==> src/rtl/ser2par_collect.sv <==
// rtl/ser2par_collect.sv - packs DWO-bit words into one DWI-bit vector behind a collect + hold stage pair
module ser2par_collect #(
   parameter  int DWI = 7*32,
   parameter  int DWO = 32,
   localparam int NW  = DWI/DWO,
   localparam int CW  = $clog2(NW+1)
) (
   input  logic           clk,
   input  logic           rst_n,
   input  logic           in_valid,
   output logic           in_ready,
   input  logic [DWO-1:0] in_data,
   input  logic           in_last,
   output logic           out_valid,
   input  logic           out_ready,
   output logic [DWI-1:0] out_data,
   output logic [CW-1:0]  out_cnt
);

   typedef enum logic {S_COLLECT, S_PEND} state_t;

   state_t         state, state_nx;
   logic           rdy_en;
   logic [DWI-1:0] coll_data;
   logic [DWI-1:0] grp_data;
   logic [CW-1:0]  cnt;
   logic [CW-1:0]  cnt_inc;
   logic           accept;
   logic           complete;
   logic           free;
   logic           xfer_pend;
   logic           xfer_new;

   // rdy_en keeps in_ready low while reset is held and for the release edge itself
   assign in_ready  = rdy_en & (state == S_COLLECT);
   assign accept    = in_valid & in_ready;
   assign cnt_inc   = cnt + CW'(1);
   assign complete  = accept & (in_last | (cnt == CW'(NW-1)));
   assign free      = !out_valid | out_ready;
   assign xfer_pend = (state == S_PEND) & free;
   assign xfer_new  = complete & free;

   always_comb begin
      grp_data = coll_data;
      for (int k = 0; k < NW; k++) begin
         if (cnt == CW'(k)) grp_data[k*DWO +: DWO] = in_data;
      end
   end

   always_comb begin
      state_nx = state;
      case (state)
         S_COLLECT: if (complete && !free) state_nx = S_PEND;
         S_PEND:    if (free)              state_nx = S_COLLECT;
         default:                          state_nx = S_COLLECT;
      endcase
   end

   always_ff @(posedge clk or negedge rst_n) begin
      if (!rst_n) begin
         state  <= S_COLLECT;
         rdy_en <= 1'b0;
      end else begin
         state  <= state_nx;
         rdy_en <= 1'b1;
      end
   end

   // A pending group and a new accept are mutually exclusive since in_ready is low in S_PEND
   always_ff @(posedge clk or negedge rst_n) begin
      if (!rst_n) begin
         coll_data <= '0;
         cnt       <= '0;
         out_data  <= '0;
         out_cnt   <= '0;
         out_valid <= 1'b0;
      end else if (xfer_pend) begin
         out_data  <= coll_data;
         out_cnt   <= cnt;
         out_valid <= 1'b1;
         coll_data <= '0;
         cnt       <= '0;
      end else if (xfer_new) begin
         out_data  <= grp_data;
         out_cnt   <= cnt_inc;
         out_valid <= 1'b1;
         coll_data <= '0;
         cnt       <= '0;
      end else begin
         if (accept) begin
            coll_data <= grp_data;
            cnt       <= cnt_inc;
         end
         if (out_ready) out_valid <= 1'b0;
      end
   end

endmodule

==> config.mk <==
export PLATFORM = sky130hd
export DESIGN_NAME = ser2par_collect
export DESIGN_NICKNAME = d
export VERILOG_FILES = /design/src/rtl/ser2par_collect.sv
export SDC_FILE = /design/constraint.sdc
export NUM_CORES = 1
export LEC_CHECK = 0
export BUFFER_PORTS_ARGS = -buffer_cell sky130_fd_sc_hd__buf_2
export CAP_MARGIN = 30
export CORE_UTILIZATION = 60
export CTS_CLUSTER_SIZE = 30
export DETAILED_ROUTE_END_ITERATION = 8
export GPL_ROUTABILITY_DRIVEN = 0
export PLACE_DENSITY = 0.82
export REMOVE_ABC_BUFFERS = 1
export SETUP_SLACK_MARGIN = 0.05
export SLEW_MARGIN = 20
export SYNTH_ARGS = -nofsm -noshare
export SYNTH_HDL_FRONTEND = slang
export SYNTH_SLANG_ARGS = --single-unit
export TNS_END_PERCENT = 1
==> constraint.sdc <==
create_clock -name clk -period 2.85 [get_ports clk]
set_input_delay 0.4275 -clock clk [delete_from_list [all_inputs] [get_ports clk]]
set_output_delay 0.4275 -clock clk [all_outputs]
set_load 0.05 [all_outputs]
==> metrics.log, run 1 <==
[metrics] total of fill cells in the finished design: between 2000 and 2500
[metrics] Routed WL per cell: between 20 and 25 µm
[metrics] initial antenna violation count: 2
[metrics] Resized cells post-CTS: 0
[metrics] depth of the CTS H-tree: 2
[metrics] number of top-level design ports: approximately 270
[metrics] cell accounting for the most synthesized area: dfrtp_1
[metrics] post-route worst setup slack: between 500 and 600 ps
[metrics] type of origin of the critical path: register
[metrics] data required time of the critical path: about 3300 ps
[metrics] Crit Path Class: reg -> reg
[metrics] core footprint: ~0.034 mm²
[metrics] Max stage delay cell, worst path: buf_4
[metrics] CTS Root Cell: clkbuf_16
[metrics] worst slack at placement: ~600 ps
[metrics] aggregate global routing overflow: 0
[metrics] clock slew seen by the registers of the worst setup and hold paths: ~60 ps
[metrics] final routed DRC violation total: 0
[metrics] post-route clock period utilization: 0.809
[metrics] Port Buffers: about 270
[metrics] total global routing track utilization: 0.318
[metrics] post-DR vias/cell: 6.51
[metrics] Yosys Warn Count: 0
[metrics] global-route wire length before repair: 89700 µm
[metrics] number of distinct library cells after synthesis: 28
[metrics] path type of the worst min-delay path: in -> reg
[metrics] TritonCTS clock tree: yes
[metrics] final total power: ~24 mW
[metrics] core occupancy in the finished layout: 0.712
[metrics] M1 GR Usage: 0.467
[metrics] pin count of the biggest net entering global routing: a little under 200
[metrics] most used flip-flop cell after synthesis: dfrtp_1
[metrics] Crit path arrival time: between 2000 and 3000 ps
[metrics] buffer levels on the longest clock path: 3
[metrics] number of buffers created by CTS: 46
[metrics] Post-synth EDFFs: 0
[metrics] number of flip-flops and latches in the synthesized netlist: 457
[metrics] detailed-route wire length: 56500 µm
[metrics] share of flip-flops with an asynchronous set or reset: 1.00
[metrics] total count of hold-check failures in the final report: 0
[metrics] number of placed instances, taps included: between 2000 and 2500
[metrics] DIE WIDTH: about 190 µm
[metrics] busiest layer in global routing: met2
[metrics] Layout Cells excl Fill: about 2500
[metrics] maximum operating frequency: 434 MHz
[metrics] die extent in y: about 190 µm
[metrics] leading cell types by total area after synthesis: dfrtp_1 (55%), mux2i_1 (11%), o221a_2 (10%)
[metrics] largest driver fanout on the critical path: 32
[metrics] total negative slack: 0 ps
[metrics] final instance area: approximately 0.024 mm²
[metrics] outcome: complete, no violations
[metrics] final-report setup violation count: 0
[metrics] met2 track demand over resource: 0.487
[metrics] skew final: 11.0 ps
[metrics] placed wire-length estimate after detailed placement: roughly 32000 µm
[metrics] top cell type's share of synthesized area: 0.553
[metrics] total clock sinks: 457
[metrics] synth-to-layout area growth: 16.0%
[metrics] number of standard cells after synthesis: around 1900
[metrics] cell chain of the critical path: inv_1 -> ha_1 -> nand2_2 -> buf_4 -> mux2i_1 -> nand2_1 -> o221a_2
[metrics] worst hold margin: between 150 and 200 ps
[metrics] synthesized cell area: a little over 0.02 mm²
[metrics] die outline area: approximately 0.035 mm²
[metrics] post-detailed-placement cell area: around 0.022 mm²
[metrics] cell with the most instances after synthesis: nand2_1
[metrics] Lkg Pwr: between 10 and 15 nW
[metrics] layout cells sized above 1: 0.287
[metrics] initial DRC count: around 1800
[metrics] clk_lat worst skew: around 540 ps
[metrics] share of the yosys chip area belonging to registers: 0.553
[metrics] net count of the finished layout: between 2000 and 2500
[metrics] Worst Max-Slew Pin Slew: slightly above 1000 ps
[metrics] initial core utilization: 0.614
[metrics] fin crit period: about 2300 ps
[metrics] met3 track demand over resource: 0.0494
[metrics] unrepaired setup endpoints after global routing: false
[metrics] flip-flop and latch area: 0.0114 mm²
[metrics] synth cell count leaders: nand2_1 (458), dfrtp_1 (457), mux2i_1 (224)
[metrics] maximum resistive drop on vdd: 761 µV
[metrics] Pre-Repair DR Iteration Count: 6
[metrics] power density over cell area: between 900 and 1000 mW/mm²
[metrics] worst stage delay on the critical path: between 600 and 700 ps
[metrics] area of the multi-input gates: around 0.0084 mm²
[metrics] slew margin rel.: 0.328
[metrics] endpoint class of the critical path: register
[metrics] synthesized area per cell: approximately 11 µm²
[metrics] Antenna Violating Nets Remaining: 0
[metrics] pins over their slew limit: 0
[metrics] standard-cell rows: 67
[metrics] vias in the first global route: approximately 16000
[metrics] max-capacitance violation count: 0
[metrics] number of vias in the routed layout: 16300
-- state kept, by name (all words and copies together) (netlist names) --
register and count:
out_cnt 3, state 1, rdy_en 1, coll_data 224, out_data 224, cnt 3, out_valid 1
-- logic make-up (layout without fill, tap and decap cells) --
| kind of cell | Yosys count | count (layout) | synth area share |
|---|---|---|---|
| buffers and inverters | 208 | 397 | 0.0461 |
| and+or+nand+nor | 507 | 507 | 0.0937 |
| AOI/OAI and AO/OA | 466 | 466 | 0.196 |
| DFF | 457 | 457 | 0.553 |
| muxes | 224 | 224 | 0.108 |
| other | 1 | 2 | 0.000181 |
| adders and majority gates | 5 | 5 | 0.00303 |
-- worst paths after layout --
path                               startpoint              to  depth (start not counted)  slack, ps
worst max-delay path                   cnt[0]   out_data[195]                          7        540
worst min-delay path               in_data[8]  coll_data[104]                          3        200
worst max register to register         cnt[0]   out_data[195]                          7        540
worst min register to register  coll_data[54]   coll_data[54]                          2        500
max in group asynchronous               rst_n   out_data[103]                          3       1460
min in group asynchronous               rst_n    out_data[58]                          2        460
-- worst max-delay path: cells and delay by family, from the launching register on --
| family | cells | cell delay (ps) |
|---|---|---|
| flops | 1 | 440 |
| simple gates | 2 | 210 |
| mux | 1 | 360 |
| fa+ha+maj | 1 | 270 |
| buf+inv | 2 | 760 |
| compound gates | 1 | 140 |
-- where the power goes --
group | internal (mW) | switching (mW) | total (mW) | leakage (nW)
sequential | 7.88 | 1.13 | 9.01 | 5.81
combinational | 2.51 | 5.85 | 8.36 | 4.98
clock | 3.75 | 2.51 | 6.27 | 0.796
-- final cells by class --
type                            instances  area share
Clock buffer                           67      0.0581
Timing Repair Buffer                  308      0.0844
Clock inverter                         18     0.00793
Sequential cell                       457       0.477
Tap cell                              448      0.0234
Antenna cell                            1    0.000104
Multi-Input combinational cell       1203       0.349
Inverter                                4    0.000626
-- cells in the final DEF (no fill, tap or decap), types with 2 or more instances in the layout --
| cell type | synthesis | final |
|---|---|---|
| a21oi_1 | 71 | 70 |
| buf_12 | 0 | 29 |
| buf_2 | 102 | 264 |
| buf_4 | 12 | 13 |
| bufinv_16 | 0 | 4 |
| clkbuf_1 | 77 | 8 |
| clkbuf_16 | 0 | 49 |
| clkbuf_8 | 0 | 10 |
| clkinv_2 | 0 | 14 |
| dfrtp_1 | 457 | 457 |
| ha_1 | 5 | 5 |
| inv_1 | 3 | 3 |
| mux2i_1 | 224 | 224 |
| nand2_1 | 458 | 453 |
| nand2_2 | 0 | 4 |
| nand2b_2 | 0 | 3 |
| nor2_1 | 38 | 37 |
| nor2b_1 | 2 | 2 |
| o221a_2 | 192 | 192 |
| o22ai_1 | 5 | 5 |
| o31ai_1 | 193 | 193 |
-- what timing repair did --
item	in CTS	in global routing
setup endpoints to repair	0	0
endpoints found under the hold margin	63	0
buffers inserted	0	0
hold buffers	1	0
-- metal layers --
| metal | share of wire | vias up |
|---|---|---|
| met5 | 0.00023 | - |
| met4 | 0.032 | 2 |
| met3 | 0.081 | 130 |
| met2 | 0.46 | 801 |
| met1 | 0.42 | 8269 |
| li1 | - | 7113 |
Power figures use the tool's default switching activity.
==> run 2: changes to the inputs <==
--- a/config.mk
+++ b/config.mk
@@ -7,11 +7,11 @@
 export LEC_CHECK = 0
 export BUFFER_PORTS_ARGS = -buffer_cell sky130_fd_sc_hd__buf_2
 export CAP_MARGIN = 30
-export CORE_UTILIZATION = 60
+export CORE_UTILIZATION = 53
 export CTS_CLUSTER_SIZE = 30
 export DETAILED_ROUTE_END_ITERATION = 8
 export GPL_ROUTABILITY_DRIVEN = 0
-export PLACE_DENSITY = 0.82
+export PLACE_DENSITY = 0.77
 export REMOVE_ABC_BUFFERS = 1
 export SETUP_SLACK_MARGIN = 0.05
 export SLEW_MARGIN = 20
==> constraint.sdc (replaced) <==
create_clock -name clk -period 2 [get_ports clk]
set_input_delay 0.3 -clock clk [delete_from_list [all_inputs] [get_ports clk]]
set_output_delay 0.3 -clock clk [all_outputs]
set_load 0.05 [all_outputs]
==> run 2 against run 1 <==
Register-to-register slack lost 490 ps; via count increased by 0.76%; worst hold slack got worse by 160 ps; clock skew is essentially flat; clock power increased by 38%; flip-flop and latch count unchanged; cell count up 4.6%; critical path depth is 1 higher; critical endpoint is now out_data[163]; routed wire length is 6.3% higher; utilization decreased by 5.8 points.
==> metrics.log, run 2 (synthesis results as in run 1) <==
[metrics] outcome: complete, no violations
[metrics] post-route clock period utilization: 0.973
[metrics] final-report setup violation count: 0
[metrics] initial antenna violation count: 3
[metrics] Port Buffers: about 270
[metrics] power density over cell area: around 1400 mW/mm²
[metrics] vias in the first global route: roughly 17000
[metrics] Routed WL per cell: roughly 23 µm
[metrics] number of top-level design ports: 266
[metrics] pins over their slew limit: 0
[metrics] synth-to-layout area growth: 20.2%
[metrics] post-DR vias/cell: approximately 6.3
[metrics] total negative slack: 0 ps
[metrics] fin crit period: 1950 ps
[metrics] final routed DRC violation total: 0
[metrics] most frequent cells in the layout: dfrtp_1 (455), nand2_1 (453), buf_2 (263)
[metrics] largest driver fanout on the critical path: 10
[metrics] global-route wire length before repair: between 90000 and 100000 µm
[metrics] data required time of the critical path: ~2500 ps
[metrics] worst slack at placement: -13.1 ps
[metrics] type of origin of the critical path: register
[metrics] Max stage delay cell, worst path: dfrtp_1
[metrics] total count of hold-check failures in the final report: 0
[metrics] total clock sinks: ~460
[metrics] initial DRC count: about 1300
[metrics] placed wire-length estimate after detailed placement: roughly 36000 µm
[metrics] layout cells sized above 1: 0.304
[metrics] endpoint class of the critical path: register
[metrics] max-capacitance violation count: 0
[metrics] post-route worst setup slack: around 55 ps
[metrics] Lkg Pwr: roughly 12 nW
[metrics] WP buf/inv: 4
[metrics] maximum operating frequency: between 500 and 600 MHz
[metrics] cell seen most often among critical-path stages: buf_4
[metrics] buffer levels on the longest clock path: 3
[metrics] die outline area: 0.0398 mm²
[metrics] initial core utilization: 0.544
[metrics] clk_lat worst skew: 580 ps
[metrics] final total power: approximately 34 mW
[metrics] total global routing track utilization: 0.305
[metrics] number of buffers created by CTS: 47
[metrics] path type of the worst min-delay path: in -> reg
[metrics] unrepaired setup endpoints after global routing: true
[metrics] Pre-Repair DR Iteration Count: 5
[metrics] most common library cell in the layout ignoring fill and taps: dfrtp_1
[metrics] largest registers: coll_data x224, out_data x224
[metrics] clock slew seen by the registers of the worst setup and hold paths: 60 ps
[metrics] CTS Root Cell: clkbuf_16
[metrics] net count of the finished layout: ~2100
[metrics] top cell family by delay on the critical path: buffers and inverters
[metrics] TritonCTS clock tree: yes
[metrics] DIE WIDTH: about 200 µm
[metrics] detailed-route wire length: roughly 60000 µm
[metrics] cell chain of the critical path: inv_2 -> ha_4 -> nand2_2 -> a221oi_4 -> buf_4 -> buf_12 -> buf_4 -> o221a_2
[metrics] maximum resistive drop on vdd: around 740 µV
[metrics] worst stage delay on the critical path: between 300 and 400 ps
[metrics] depth of the CTS H-tree: 2
[metrics] Antenna Violating Nets Remaining: 0
[metrics] core footprint: 0.0380 mm²
[metrics] Crit path arrival time: 2460 ps
[metrics] final instance area: approximately 0.025 mm²
[metrics] number of vias in the routed layout: roughly 16000
[metrics] skew final: 11.2 ps
[metrics] standard-cell rows: 71
[metrics] die extent in y: between 150 and 200 µm
[metrics] pin count of the biggest net entering global routing: 82
[metrics] aggregate global routing overflow: 0
[metrics] Crit Path Class: reg -> reg
[metrics] post-detailed-placement cell area: around 0.023 mm²
[run 2: worst paths after layout]
check                                     from              to  slack, ps  depth (start not counted)
worst max register to register          cnt[0]   out_data[163]         50                          8
worst min register to register  coll_data[178]  coll_data[178]        500                          2
min in group asynchronous                rst_n   coll_data[79]        240                          2
worst max-delay path                    cnt[0]   out_data[163]         50                          8
worst min-delay path                in_data[3]   coll_data[99]         40                          3
max in group asynchronous                rst_n           state        970                          4
[run 2: final cells by class]
class	instances	area, µm²
Timing Repair Buffer	364	2880
Clock buffer	72	1400
Inverter	4	15.0
Tap cell	511	639
Fill cell	2905	13200
Clock inverter	8	101
Sequential cell	457	11400
Multi-Input combinational cell	1203	8380
Antenna cell	2	5.00
[run 2: stage by stage]
step / utilization / hold slack [ps] / cells
global route: 0.654 / 34.6 / 2620
global placement: 0.609 / 231 / 2529
detailed placement: 0.609 / 231 / 2529
finish: 0.654 / 39.3 / 2621
floorplan: - / 4.41 / 1664
CTS: 0.651 / 13.4 / 2615
[run 2: routing by layer]
layer / track usage / vias to the layer above / routed length, µm
met5: 0 / - / 11
met4: 0.120 / 2 / 1990
met2: 0.477 / 709 / 28300
met3: 0.0540 / 129 / 4480
met1: 0.423 / 8359 / 25300
li1: - / 7240 / -
[run 2: worst reg2reg max path, delay by kind of cell (launching register included)]
kind                       cells  cell delay, ps
buffers and inverters          4             640
AOI/OAI and AO/OA              2             580
and+or+nand+nor                1             110
DFF                            1             390
adders and majority gates      1             170
[run 2: power breakdown]
group / switching, mW / internal (mW)
Sequential: 1.58 / 11.2
Combinational: 8.46 / 3.88
Clock: 3.61 / 5.06
Total: 13.6 / 20.2
[run 2: what timing repair did]
item,in CTS,in global routing
hold endpoints to repair,196,0
setup endpoints to repair,216,244
resized for setup,3,10
hold buffers,1,0
cloned,2,1
buffers inserted,3,3
pin swaps,1,1
